$ cat config.mk
export PLATFORM = sky130hd
export DESIGN_NAME = button_press_classifier
export DESIGN_NICKNAME = d
export VERILOG_FILES = /design/src/rtl/button_pkg.sv /design/src/rtl/press_timer.sv /design/src/rtl/button_press_classifier.sv
export SDC_FILE = /design/constraint.sdc
export NUM_CORES = 1
export LEC_CHECK = 0
export ABC_AREA = 0
export CAP_MARGIN = 20
export CORE_ASPECT_RATIO = 1.75
export CORE_MARGIN = 2
export CORE_UTILIZATION = 40
export DETAILED_ROUTE_END_ITERATION = 10
export HOLD_SLACK_MARGIN = 0.02
export PLACE_DENSITY = 0.54
export SLEW_MARGIN = 20
export SYNTH_ARGS = -nofsm -noshare
export SYNTH_HDL_FRONTEND = slang
export SYNTH_SLANG_ARGS = --single-unit
$ cat constraint.sdc
create_clock -name i_Clk -period 3.89 [get_ports i_Clk]
set_input_delay 0.778 -clock i_Clk [delete_from_list [all_inputs] [get_ports i_Clk]]
set_output_delay 0.778 -clock i_Clk [all_outputs]
set_load 0.1 [all_outputs]
$ cat src/rtl/button_pkg.sv
`default_nettype none
// +----------------------------------------------------------------------+
// | button_pkg : shared state encoding and 25 MHz timing defaults for     |
// |              the button press classifier.                           |
// | Revision   : 1.0                                                    |
// +----------------------------------------------------------------------+
package button_pkg;

  localparam logic [1:0] ST_IDLE = 2'd0;
  localparam logic [1:0] ST_HELD = 2'd1;
  localparam logic [1:0] ST_LONG = 2'd2;

  localparam int DEF_LONG_CYCLES   = 25000000;
  localparam int DEF_REPEAT_CYCLES = 6250000;
  localparam int DEF_CNT_W         = 25;

  typedef enum logic [1:0] {
    S_IDLE = ST_IDLE,
    S_HELD = ST_HELD,
    S_LONG = ST_LONG
  } state_t;

endpackage
`default_nettype wire

$ cat src/rtl/press_timer.sv
`default_nettype none
// +----------------------------------------------------------------------+
// | press_timer : CNT_W-bit hold counter with clear/enable and a runtime  |
// |               terminal value; terminal-count flag is registered.     |
// | Revision    : 1.0                                                   |
// +----------------------------------------------------------------------+
module press_timer
  import button_pkg::*;
#(
  parameter int CNT_W = DEF_CNT_W
) (
  input  logic             i_Clk,
  input  logic             i_Reset,
  input  logic             i_Clear,
  input  logic             i_Enable,
  input  logic [CNT_W-1:0] i_Term,
  output logic             o_Tc
);

  localparam logic [CNT_W-1:0] c_ONE = {{(CNT_W-1){1'b0}}, 1'b1};

  logic [CNT_W-1:0] r_cnt;
  logic             r_tc;
  logic [CNT_W-1:0] w_cnt_inc;

  assign w_cnt_inc = r_cnt + c_ONE;

  // The flag is precomputed one cycle ahead so it is high while the count
  // equals the terminal value; terminal values are always >= 1, so a clear
  // can safely drop it.
  always_ff @(posedge i_Clk or posedge i_Reset) begin
    if (i_Reset) begin
      r_cnt <= '0;
      r_tc  <= 1'b0;
    end else if (i_Clear) begin
      r_cnt <= '0;
      r_tc  <= 1'b0;
    end else if (i_Enable) begin
      r_cnt <= w_cnt_inc;
      r_tc  <= (w_cnt_inc == i_Term);
    end
  end

  assign o_Tc = r_tc;

endmodule
`default_nettype wire

$ cat src/rtl/button_press_classifier.sv
`default_nettype none
// +----------------------------------------------------------------------+
// | button_press_classifier : turns a debounced switch level into press, |
// |   release, short, long and (BUTTON_AUTOREPEAT_EN) auto-repeat pulses. |
// | Revision : 1.0                                                      |
// +----------------------------------------------------------------------+
module button_press_classifier
  import button_pkg::*;
#(
  parameter int LONG_CYCLES   = DEF_LONG_CYCLES,
  parameter int REPEAT_CYCLES = DEF_REPEAT_CYCLES,
  parameter int CNT_W         = DEF_CNT_W
) (
  input  logic i_Clk,
  input  logic i_Reset,
  input  logic i_Switch,
  output logic o_Press,
  output logic o_Release,
  output logic o_Short,
  output logic o_Long,
  output logic o_Repeat,
  output logic o_Held
);

  state_t           r_state;
  state_t           w_next;
  logic             r_press, r_release, r_short, r_long, r_repeat;
  logic             w_press, w_release, w_short, w_long, w_repeat;
  logic             w_clr, w_en, w_tc;
  logic [CNT_W-1:0] w_term;

  assign w_term = (r_state == S_LONG) ? CNT_W'(REPEAT_CYCLES - 1)
                                      : CNT_W'(LONG_CYCLES - 1);

  press_timer #(
    .CNT_W (CNT_W)
  ) u_timer (
    .i_Clk    (i_Clk),
    .i_Reset  (i_Reset),
    .i_Clear  (w_clr),
    .i_Enable (w_en),
    .i_Term   (w_term),
    .o_Tc     (w_tc)
  );

  always_comb begin
    w_next    = r_state;
    w_press   = 1'b0;
    w_release = 1'b0;
    w_short   = 1'b0;
    w_long    = 1'b0;
    w_repeat  = 1'b0;
    w_clr     = 1'b0;
    w_en      = 1'b0;
    case (r_state)
      S_IDLE: begin
        w_clr = 1'b1;
        if (i_Switch) begin
          w_next  = S_HELD;
          w_press = 1'b1;
        end
      end
      S_HELD: begin
        // Release outranks the long terminal count on the same edge.
        if (!i_Switch) begin
          w_next    = S_IDLE;
          w_release = 1'b1;
          w_short   = 1'b1;
          w_clr     = 1'b1;
        end else if (w_tc) begin
          w_next = S_LONG;
          w_long = 1'b1;
          w_clr  = 1'b1;
        end else begin
          w_en = 1'b1;
        end
      end
      S_LONG: begin
        if (!i_Switch) begin
          w_next    = S_IDLE;
          w_release = 1'b1;
          w_clr     = 1'b1;
        end else begin
`ifdef BUTTON_AUTOREPEAT_EN
          if (w_tc) begin
            w_repeat = 1'b1;
            w_clr    = 1'b1;
          end else begin
            w_en = 1'b1;
          end
`else
          w_clr = 1'b1;
`endif
        end
      end
      default: begin
        w_next = S_IDLE;
        w_clr  = 1'b1;
      end
    endcase
  end

  always_ff @(posedge i_Clk or posedge i_Reset) begin
    if (i_Reset) begin
      r_state   <= S_IDLE;
      r_press   <= 1'b0;
      r_release <= 1'b0;
      r_short   <= 1'b0;
      r_long    <= 1'b0;
      r_repeat  <= 1'b0;
    end else begin
      r_state   <= w_next;
      r_press   <= w_press;
      r_release <= w_release;
      r_short   <= w_short;
      r_long    <= w_long;
      r_repeat  <= w_repeat;
    end
  end

  assign o_Press   = r_press;
  assign o_Release = r_release;
  assign o_Short   = r_short;
  assign o_Long    = r_long;
  assign o_Repeat  = r_repeat;
  assign o_Held    = (r_state != S_IDLE);

endmodule
`default_nettype wire

==> results.ini <==
[synth]
synth-seq-cells=32
ys_seq_area_share_pct=45.8
syn_area_per_cell_um2=10.1
synth_nets=182
yosysUniqueCellTypes=35
syn_inst=174
syn_area_um2=1750
yosysWarnings=0

[critical_path]
worst-setup-path-type=register to register
slowest_stage=or4_1
r2r_cells=7
crit_family=simple AND/OR/NAND/NOR gates
crit_path_cell_trace=ha_1 -> nand4_2 -> nor4_2 -> nand4_1 -> xor2_1 -> or4_1 -> a2111oi_2
critPathLaunch=u_timer.r_cnt[1]$_DFFE_PP0P_
crit_fanout=6
start_kind=register
worst_ep_arrival_time_ns=2.90
rrSetupSlack_ns=1.17
cp-end-kind=register
worst-path-buf-inv=0
cp.required_ns=4.06
slowest_delay_ns=0.54
reg2reg_from=u_timer.r_cnt[1]$_DFFE_PP0P_
rr_endpoint=u_timer.o_Tc$_DFFE_PP0P_

[pwr]
powerDensity_nw_per_um2=442
vdd_ir_drop_max_mv=0.243
total_power_uw=865
leakage_uw=0.000817

[timing]
hold_viol_final=0
worst_hold_slack_ns=0.542
min_period_ns=2.72
period_share_pct=70.0
maxSlewViolCount=0
clock.fmax_mhz=367
finalSetupViolations=0
final.setup.tns_ns=0
worst_slack_ns=1.17
fin_skew_ns=0.00978
rsz0062_at_grt=no
worst_pin_slew_ns=0.972
max-slew-margin-rel_pct=35.0

[floorplan]
die_area_um2=4940
io_pins=9
die_h_um=91.5
fp.dieW_um=54.0
coreArea_um2=4190
start_util_pct=41.8
rows=31

[cts]
cts_resized=0
clkSlewWorstSetupHoldPaths_ns=0.07
clk_path_buf_depth=2
postCtsSetupBuffers=0
cts.sink_count=32
clk_latency_ns=0.28
cts_tree=done
hold_buffers=0
clock-root-buffer=clkbuf_8
cts_buffers=5
cts_max_level=2

[layout]
nNetsFinal=193
drive_gt1_share_pct=11.8
syn2layout_area_growth_pct=11.8
fin_area_um2=1960
diodes=0
fill_cells=400

[global_routing]
antenna_found_initial=0
grt_pass1_vias=1335
track_usage_pct=17.2
grt_max_degree=33
grt_pass1_wl_um=6130
overflow=0

[route]
routedWlPerCell_um=16.0
via_per_inst=5.34
dr.first_iter.drc_count=24
drc=0
vias=1255
routed_wl_um=3750
postRouteAntennaNets=0
drt-pass1-iter-count=4

[placement]
dp_hpwl_um=2790
placed_cell_area_um2=1860
pre_cts_ws_ns=1.05
port_buffers=7
gp_congestion=0.794

[worst_hold_path]
min-delay-path-class=register to register
min_from=u_timer.r_cnt[0]$_DFFE_PP0P_
min_path_cells=1
min_to=u_timer.r_cnt[0]$_DFFE_PP0P_

[outcome]
outcome=completed

[job]
cap_viol_max_count=0

through the flow:
| step | std cells | utilization (%) |
|---|---|---|
| after floorplan | 174 | - |
| after global placement | 227 | 44.5 |
| after detailed placement | 227 | 44.5 |
| after CTS | 235 | 46.7 |
| after global routing | 235 | 46.7 |
| final | 235 | 46.7 |
worst max-delay path by stage:
stage	cells after the start	to	slack, ns
global placement	7	u_timer.o_Tc$_DFFE_PP0P_	1.14
floorplan	7	u_timer.o_Tc$_DFFE_PP0P_	1.42
detailed placement	7	u_timer.o_Tc$_DFFE_PP0P_	1.05
finish	7	u_timer.o_Tc$_DFFE_PP0P_	1.17
CTS	7	u_timer.o_Tc$_DFFE_PP0P_	1.13
global route	7	u_timer.o_Tc$_DFFE_PP0P_	0.94
layout by cell type (no fill, tap or decap), drive strengths merged, types with 3 or more instances in the layout:
master,instances
nor4,3
o21ai,4
ha,5
nand2,8
clkdlybuf4s50,6
and2,3
nor2b,7
and4,6
buf,3
nand4,9
xnor2,12
nand3,11
or4,3
nor2,26
clkbuf,6
inv,7
dfrtp,32
xor2,13
nor3,3
and3,5
logic make-up (layout without fill, tap and decap cells):
logic type               Yosys count  count (layout)  share of synthesized area, %
adder cells (fa/ha/maj)            5               5                          3.58
buffers and inverters             12              24                          3.22
multiplexers                       1               1                         0.572
other                              1               1                         0.214
AND/OR/NAND/NOR                   88              88                          30.2
flip-flops                        32              32                          45.8
AO/OA/AOI/OAI                     10              10                          3.93
XOR/XNOR                          25              25                          12.5
power breakdown:
group,total [uW],internal [uW],switching (uW)
sequential,365,351,13.3
clock,265,141,124
combinational,235,53.9,181
total,865,546,318
area by class of cell:
type,count,area [um^2],share of cell area (%)
Inverter,7,26.3,1.34
Timing Repair Buffer,9,82.6,4.22
Sequential cell,32,801,40.9
Tap cell,49,61.3,3.13
Clock buffer,6,82.6,4.22
Multi-Input combinational cell,130,892,45.6
Clock inverter,2,10.0,0.512
cell usage after synthesis:
cell type / count / area share (%)
dfrtp_1: 32 / 46
nor2_1: 26 / 5.6
xor2_1: 13 / 6.5
xnor2_1: 12 / 6.0
nand3_1: 9 / 2.6
nand2_1: 8 / 1.7
inv_1: 7 / 1.5
nand4_1: 7 / 2.5
nor2b_1: 7 / 2.5
ha_1: 5 / 3.6
and3_1: 4 / 1.4
o21ai_0: 4 / 1.1
and2_1: 3 / 1.1
and4_1: 3 / 1.5
and4_2: 3 / 1.7
clkbuf_1: 3 / 0.64
nor3_1: 3 / 0.86
or4_1: 3 / 1.3
a21oi_1: 2 / 0.57
nand3_4: 2 / 2.0
nand4_2: 2 / 1.4
nand4b_1: 2 / 1.0
nor4_2: 2 / 1.4
a2111oi_2: 1 / 0.86
a21o_1: 1 / 0.43
and3_2: 1 / 0.43
buf_4: 1 / 0.43
buf_6: 1 / 0.64
conb_1: 1 / 0.21
mux2i_1: 1 / 0.57
nand2b_1: 1 / 0.36
nand3b_1: 1 / 0.43
nor4_1: 1 / 0.36
o31a_1: 1 / 0.50
o31ai_1: 1 / 0.43
sequential cells by signal (all words and copies together), names as in the netlist:
signal,count
o_Press,1
u_timer.o_Tc,1
r_state,2
o_Short,1
o_Release,1
o_Long,1
u_timer.r_cnt,25
per-layer routing:
metal / routed length (um) / global-route usage [%]
met5: 0 / 0
met4: 90 / 7.29
met3: 76 / 4.11
met2: 2070 / 30.0
met1: 1520 / 18.9
Note: power is estimated with default switching activity, not from simulation.
